<file path="config.mk">
export PLATFORM = sky130hd
export DESIGN_NAME = bank_session_ctrl
export DESIGN_NICKNAME = d
export VERILOG_FILES = /design/src/rtl/bank_session_ctrl.sv
export SDC_FILE = /design/constraint.sdc
export NUM_CORES = 1
export LEC_CHECK = 0
export ABC_AREA = 0
export ABC_CLOCK_PERIOD_IN_PS = 2600
export BUFFER_PORTS_ARGS = -buffer_cell sky130_fd_sc_hd__buf_2
export CORE_MARGIN = 2
export CORE_UTILIZATION = 57
export CTS_BUF_LIST = sky130_fd_sc_hd__clkbuf_4 sky130_fd_sc_hd__clkbuf_8
export CTS_CLUSTER_DIAMETER = 80
export DETAILED_ROUTE_END_ITERATION = 8
export PLACE_DENSITY = 0.81
export SYNTH_ARGS = -nofsm -noshare
export SYNTH_HDL_FRONTEND = slang
export SYNTH_SLANG_ARGS = --single-unit
</file>
<file path="constraint.sdc">
create_clock -name clk -period 2.6 [get_ports clk]
set_input_delay 0.26 -clock clk [delete_from_list [all_inputs] [get_ports clk]]
set_output_delay 0.26 -clock clk [all_outputs]
set_load 0.03 [all_outputs]
</file>
<file path="src/rtl/bank_session_ctrl.sv">
// Mobile-banking session sequencer: SIM SMS -> face -> PIN (retry/lockout) -> transaction session.
// One-cycle transaction latency; per-state idle timeouts; balance held across sessions until rst.
module bank_session_ctrl #(
    parameter logic [15:0] STORED_PIN   = 16'h4321,
    parameter logic [15:0] INIT_BALANCE = 16'd8000,
    parameter int          MAX_TRIES    = 3,
    parameter int          TIMEOUT_CYC  = 64,
    parameter int          LOCK_CYC     = 256
) (
    input  logic        clk,
    input  logic        rst,
    input  logic        start,
    input  logic        sim_sms_received,
    input  logic        face_verified,
    input  logic        pin_strobe,
    input  logic [15:0] user_pin,
    input  logic        txn_req,
    input  logic        txn_type,
    input  logic [15:0] txn_amount,
    input  logic        logout,
    output logic [15:0] balance,
    output logic        access_granted,
    output logic        txn_done,
    output logic        txn_err,
    output logic        locked,
    output logic [3:0]  fail_count,
    output logic [2:0]  state
);

    typedef enum logic [2:0] {
        S_IDLE      = 3'd0,
        S_SIM_WAIT  = 3'd1,
        S_FACE_WAIT = 3'd2,
        S_PIN_WAIT  = 3'd3,
        S_SESSION   = 3'd4,
        S_LOCKED    = 3'd5
    } state_t;

    localparam int TW = $clog2(TIMEOUT_CYC + 1);
    localparam int LW = $clog2(LOCK_CYC + 1);
    localparam logic [TW-1:0] TMO_LAST  = TW'(TIMEOUT_CYC - 1);
    localparam logic [LW-1:0] LOCK_LAST = LW'(LOCK_CYC - 1);
    localparam logic [3:0]    TRIES     = 4'(MAX_TRIES);

    state_t         st;
    logic [TW-1:0]  tmo_cnt;
    logic [LW-1:0]  lock_cnt;
    logic [16:0]    dep_sum;
    logic [3:0]     fail_next;
    logic           tmo_hit;

    assign dep_sum   = {1'b0, balance} + {1'b0, txn_amount};
    assign fail_next = fail_count + 4'd1;
    assign tmo_hit   = (tmo_cnt == TMO_LAST);

    assign state          = st;
    assign access_granted = (st == S_SESSION);
    assign locked         = (st == S_LOCKED);

    always_ff @(posedge clk or posedge rst) begin
        if (rst) begin
            st         <= S_IDLE;
            balance    <= INIT_BALANCE;
            fail_count <= 4'd0;
            txn_done   <= 1'b0;
            txn_err    <= 1'b0;
            tmo_cnt    <= '0;
            lock_cnt   <= '0;
        end else begin
            txn_done <= 1'b0;
            txn_err  <= 1'b0;
            tmo_cnt  <= tmo_cnt + 1'b1;
            case (st)
                S_IDLE: begin
                    tmo_cnt <= '0;
                    if (start) st <= S_SIM_WAIT;
                end
                S_SIM_WAIT: begin
                    if (sim_sms_received) begin
                        st      <= S_FACE_WAIT;
                        tmo_cnt <= '0;
                    end else if (tmo_hit) begin
                        st      <= S_IDLE;
                        tmo_cnt <= '0;
                    end
                end
                S_FACE_WAIT: begin
                    if (face_verified) begin
                        st      <= S_PIN_WAIT;
                        tmo_cnt <= '0;
                    end else if (tmo_hit) begin
                        st      <= S_IDLE;
                        tmo_cnt <= '0;
                    end
                end
                S_PIN_WAIT: begin
                    if (pin_strobe) begin
                        tmo_cnt <= '0;
                        if (user_pin == STORED_PIN) begin
                            st         <= S_SESSION;
                            fail_count <= 4'd0;
                        end else begin
                            fail_count <= fail_next;
                            if (fail_next == TRIES) begin
                                st       <= S_LOCKED;
                                lock_cnt <= '0;
                            end
                        end
                    end else if (tmo_hit) begin
                        st      <= S_IDLE;
                        tmo_cnt <= '0;
                    end
                end
                S_SESSION: begin
                    // logout beats a same-cycle transaction: nothing applied, no pulse
                    if (logout) begin
                        st      <= S_IDLE;
                        tmo_cnt <= '0;
                    end else if (txn_req) begin
                        tmo_cnt <= '0;
                        if (!txn_type) begin
                            if (txn_amount > balance) begin
                                txn_err <= 1'b1;
                            end else begin
                                balance  <= balance - txn_amount;
                                txn_done <= 1'b1;
                            end
                        end else begin
                            if (dep_sum[16]) begin
                                txn_err <= 1'b1;
                            end else begin
                                balance  <= dep_sum[15:0];
                                txn_done <= 1'b1;
                            end
                        end
                    end else if (tmo_hit) begin
                        st      <= S_IDLE;
                        tmo_cnt <= '0;
                    end
                end
                S_LOCKED: begin
                    tmo_cnt <= '0;
                    if (lock_cnt == LOCK_LAST) begin
                        st         <= S_IDLE;
                        fail_count <= 4'd0;
                        lock_cnt   <= '0;
                    end else begin
                        lock_cnt <= lock_cnt + 1'b1;
                    end
                end
                default: begin
                    st      <= S_IDLE;
                    tmo_cnt <= '0;
                end
            endcase
        end
    end

endmodule

</file>
* Yosys cells after proc, flatten, opt, wreduce, memory -nomap -nowiden
Index checks and enable logic that the tools add are counted.
** Word-level totals
- Output and inout port bits :: 27
- Bits of input ports :: 41
- Register bits :: 41
** Cells by class
- Reduce and logical (&&, ||, !) cells :: 6
- Mux-type cells :: 42
- Bitwise operators :: 1
- Order comparisons :: 1
- Add/subtract/negate cells :: 5
- Eq/ne operators :: 18
** Operator list (count)
- $mux 16 :: 3
- $mux 7 :: 6
- $mux 9 :: 4
- $mux 3 :: 10
- $pmux 7 s4 :: 1
- $pmux 3 s6 :: 1
- $pmux 9 s2 :: 1
- $add 16x16->17 :: 1
- $eq 16x15->1 const B :: 1
- $gt 16x16->1 :: 1
- $sub 16x16->16 :: 1
- $mux 1 :: 12
- $mux 4 :: 3
- $ne 2x2->1 const B :: 6
- $add 9x1->9 const B :: 1
- $eq 9x8->1 const B :: 1
- $pmux 4 s2 :: 1
- $reduce_and 4->1 :: 2
- $add 7x1->7 const B :: 1
- $eq 7x6->1 const B :: 1
- $eq 3x2->1 const B :: 2
- $eq 3x3->1 const B :: 2
- $reduce_and 5->1 :: 1
- $add 4x1->4 const B :: 1
- 9 further kinds :: 9

* Depth between registers and ports, before layout
- Word-level depth :: 6
- Mapped depth :: 12
- Mapped depth without buffers :: 11

* Worst setup path before layout
Ideal clock, no wire load.
- Path kind :: reg-to-reg
- From :: register balance[0]
- To :: register balance[14]
- Slack :: -9 ps
- Data arrival time :: 2484 ps
- Cell stages (with the launch flop) :: 11
- Library setup time :: 125 ps
- Data required time :: 2475 ps
- Period minus slack after synthesis :: 2609 ps
- Cells stage by stage :: dfrtp_1 -> ha_1 -> inv_1 -> fa_1 -> o21ba_2 -> o211ai_2 -> a31o_2 -> a31oi_4 -> o2111ai_4 -> inv_6 -> mux2_4
** Between the ends
- Word-level cells in the longest chain between the ends :: 3
** Ends and longest elaborated chain
- start: declaration :: line 21 : output logic [15:0] balance,
- start signal: assignment :: line 125 : balance <= balance - txn_amount;
- start signal: assignment :: line 132 : balance <= dep_sum[15:0];
- $add 16x16->17, or another cell as far along :: line 52 : assign dep_sum = {1'b0, balance} + {1'b0, txn_amount};
- $ne 2x2->1 (no source line), or another cell as far along
- $reduce_and 5->1 (no source line) / $mux 16 (equally long branches)
Several ways; a longest one is shown, not always the timed one. The select of a mux whose other input is x is not followed.
A chain may end at the register's enable or synchronous reset.

* Worst setup path in the final report
- From :: register balance[11]
- To :: register balance[14]
Same word-level chain as after synthesis.

==> PnR_summary.wiki <==
{| class="wikitable"
! Metric !! Value
|-
| Tightest slew margin relative to the limit || 64.3%
|-
| Worst setup slack before clock tree synthesis || 0.0199 ns
|-
| RSZ-0062 raised after global routing || true
|-
| Hold WS || 0.0701 ns
|-
| Fraction of power consumed by combinational cells || 59.6%
|-
| Cell breakdown of the critical path || ha_1 > a211oi_1 > o21ai_0 > a21oi_1 > o31ai_4 > o2111ai_4 > inv_6 > mux2_4
|-
| Clock sink count || 41
|-
| Net switching share of the total power || 48.6%
|-
| Standard cell with the maximum stage delay on the critical path || dfstp_2
|-
| Yosys top cell by area || dfrtp_1
|-
| Critical path type || reg -> reg
|-
| Final hold vios || 0
|-
| CTS clk-pin slew, worst paths || 0.09 ns
|-
| Maximum count of clock buffers along a single path || 2
|-
| Power density over the cells || 891 mW/mm^2
|-
| TritonCTS clock tree || built
|-
| Via count of the routed design || 3875
|-
| Vias per std cell || 6.21
|-
| Site row count || 30
|-
| Final period util || 96.4%
|-
| Overall die width || 86.5 microns
|-
| Number of warning messages in the yosys log || 0
|-
| Total GRT Usage || 27.0%
|-
| Most common library cell in the layout ignoring fill and taps || buf_2
|-
| Core Footprint || 0.00668 sq mm
|-
| Power, Total || 4.00 mW
|-
| Last weighted congestion value of the routability-driven placer || 0.976
|-
| Number of enable-type register cells in the synthesized netlist || 0
|-
| Initial cell density of the core || 58.1%
|-
| Slowest cell delay on critical path || 0.56 ns
|-
| Avg Cell Area, Syn || 8.21 sq um
|-
| Number of standard cells in the final layout excluding fillers || 624
|-
| Number of input and output port buffers inserted || 67
|-
| Post-DP HPWL || 7740 microns
|-
| Number of instances in the placed design || 614
|-
| First-pass iteration count of the detailed router || 5
|-
| Max VDD drop || 0.689 mV
|-
| Sw power || 1.95 mW
|-
| Number of pins with negative max-slew slack in the final report || 0
|-
| Global-route wire length before repair || 16400 microns
|-
| Count of antenna diodes in the layout || 0
|-
| Clock network fraction of total power || 13.6%
|-
| Cells taking the most area after synthesis || dfrtp_1, ha_1, a21oi_1
|-
| Congestion Overflow GR || 0
|-
| Clock period minus final worst setup slack || 2.51 ns
|-
| Internal Pwr Total || 2.06 mW
|-
| Met3 WL || 708 microns
|-
| Layout Area Growth over Synthesis || 15.7%
|-
| Sort of element at the end of the critical path || flop
|-
| Part of the power in registers || 26.8%
|-
| Status || finished, final reports clean
|-
| Number of hold-repair buffers added at the cts stage || 0
|-
| Vias in the first global route || 3540
|-
| Antenna violations before repair || 0
|-
| Num ports || 68
|-
| Async set-reset flop share out of synthesis || 100%
|-
| Yosys reg bits || 41
|-
| Final Skew || 0.00533 ns
|-
| Fin nets || 622
|-
| Clock latency of the later-clocked register in the worst-skew pair || 0.30 ns
|-
| Clock root buffer || clkbuf_8
|-
| Min-delay worst type || in -> async
|-
| Proportion of synthesized chip area in sequential cells || 26.6%
|-
| Critical path data required time || 2.80 ns
|-
| Mapped Area || 0.00388 sq mm
|-
| DRT met1 WL || 4180 microns
|-
| Highest-count cells in the layout ignoring fill and taps || buf_2, nand2_1, a21oi_1, inv_1, o21ai_0
|-
| DR top layer || met4
|-
| Worst Tran Pin Value || 0.536 ns
|-
| Cell leakage power || 2.18 nW
|-
| Count of antenna-violating nets left after detailed routing || 0
|-
| Arrival @ worst endpoint || 2.70 ns
|-
| Design area || 0.00449 sq mm
|-
| Routed WL || 10100 microns
|-
| Syn Inst Count || 473
|-
| Max-cap violations || 0
|-
| H-Tree Level Count || 2
|-
| Synthesized Nets || 552
|-
| Setup TNS || 0 ns
|-
| Area after DPL || 0.00429 sq mm
|-
| Maximum net fanout on the critical path || 10
|-
| Primary FF master, synth || dfrtp_1
|-
| Overall die area || 0.00749 sq mm
|-
| Starting DRT DRC Count || 359
|-
| Largest net degree at the start of global routing || 42
|-
| Remaining design rule violation count || 0
|-
| Wire per inst || 16.3 microns
|-
| Number of clock buffers inserted by TritonCTS || 5
|-
| Number of endpoints failing setup at the final stage || 0
|-
| Maximum achievable frequency || 399 MHz
|-
| Worst setup margin || 0.0931 ns
|-
| Finished Core Util || 67.2%
|-
| Share of the synthesized area in the top cell type || 22.6%
|-
| Fraction of layout instances using a drive strength above 1 || 24.6%
|-
| Met2 WL post-DR || 4970 microns
|-
| Die span in y || 86.5 microns
|-
| Number of distinct standard cells referenced by the synthesized netlist || 71
|-
| Kind of launch point of the worst setup path || flop
|}
[layout make-up]
cell class / count / area, sq um
Multi-Input combinational cell: 371 / 2600
Clock inverter: 2 / 38.8
Inverter: 42 / 163
Timing Repair Buffer: 82 / 477
Tap cell: 80 / 100
Sequential cell: 41 / 1040
Fill cell: 533 / 2190
Clock buffer: 6 / 76.3
[logic make-up (layout without fill, tap and decap cells)]
kind of cell	after synthesis	count (layout)	share of synthesized area (%)
AND/OR/NAND/NOR	151	151	19.6
XOR/XNOR	19	19	4.29
adder cells (fa/ha/maj)	38	38	12.6
multiplexers	6	6	1.84
AO/OA/AOI/OAI	157	157	27.5
buffers and inverters	61	132	7.51
flip-flops	41	41	26.6
[Yosys cell counts (3+ instances only)]
cell type	n
dfrtp_1	35
o211ai_1	5
a211oi_1	4
o31ai_1	5
nor4_1	4
ha_1	36
o21bai_1	4
a21o_1	4
a21oi_1	41
nor2_1	32
xor2_1	7
o21ai_1	5
and2_1	3
o31a_1	3
buf_6	4
nand2_1	44
buf_4	4
nand2b_1	9
xnor2_1	12
a22o_1	4
o22ai_1	3
o21a_1	7
nor3_1	11
nor2b_1	7
o21ai_2	6
buf_2	10
inv_1	40
and3_1	7
o21ai_0	36
nand3_1	13
or3_1	3
nand4_1	3
dfstp_2	6
a31oi_1	6
mux2i_1	3
[power groups by stage]
| stage | Sequential [mW] | Clock (mW) | Combinational [mW] |
|---|---|---|---|
| finish | 1.07 | 0.543 | 2.39 |
| global route | 1.11 | 0.581 | 2.60 |
| CTS | 1.07 | 0.550 | 2.30 |
| detailed placement | 1.08 | 0 | 2.29 |
| global placement | 1.06 | 0 | 2.24 |
| floorplan | 1.24 | 0 | 1.56 |
[timing repair]
item                                    CTS  global route
gates resized for setup                   0            17
endpoints found under the setup margin    0            14
setup buffers                             0             1
[critical path, delay by kind of cell, from the launching register on]
| kind | cells | cell delay [ns] |
|---|---|---|
| DFF | 1 | 0.56 |
| adders and majority gates | 1 | 0.35 |
| buffers and inverters | 1 | 0.06 |
| muxes | 1 | 0.30 |
| AOI/OAI and AO/OA | 5 | 1.12 |
[per-layer routing]
layer  track usage [%]  vias to the layer above
met5                 0                        -
met4              8.66                        0
met3              4.76                       38
met2              45.9                      212
met1              34.9                     1785
li1                  -                     1840
[registers in the layout, summed over array words and instances, names as in the netlist]
| register | flops |
|---|---|
| balance | 16 |
| fail_count | 4 |
| lock_cnt | 9 |
| state | 3 |
| tmo_cnt | 7 |
| txn_done | 1 |
| txn_err | 1 |
[path summary, 6_finish.rpt]
path	cells after the start	slack, ns	from	to
worst max-delay path	8	0.09	balance[11]$_DFFE_PP1P_	balance[14]$_DFFE_PP0P_
worst min-delay path	3	0.07	rst	balance[0]$_DFFE_PP0P_
worst max register to register	8	0.09	balance[11]$_DFFE_PP1P_	balance[14]$_DFFE_PP0P_
worst min register to register	1	0.46	tmo_cnt[0]$_DFF_PP0_	tmo_cnt[0]$_DFF_PP0_
max in group asynchronous	3	2.15	rst	balance[9]$_DFFE_PP1P_
min in group clk	3	0.23	txn_req	txn_err$_DFF_PP0_
(Power assumes the default switching activity.)
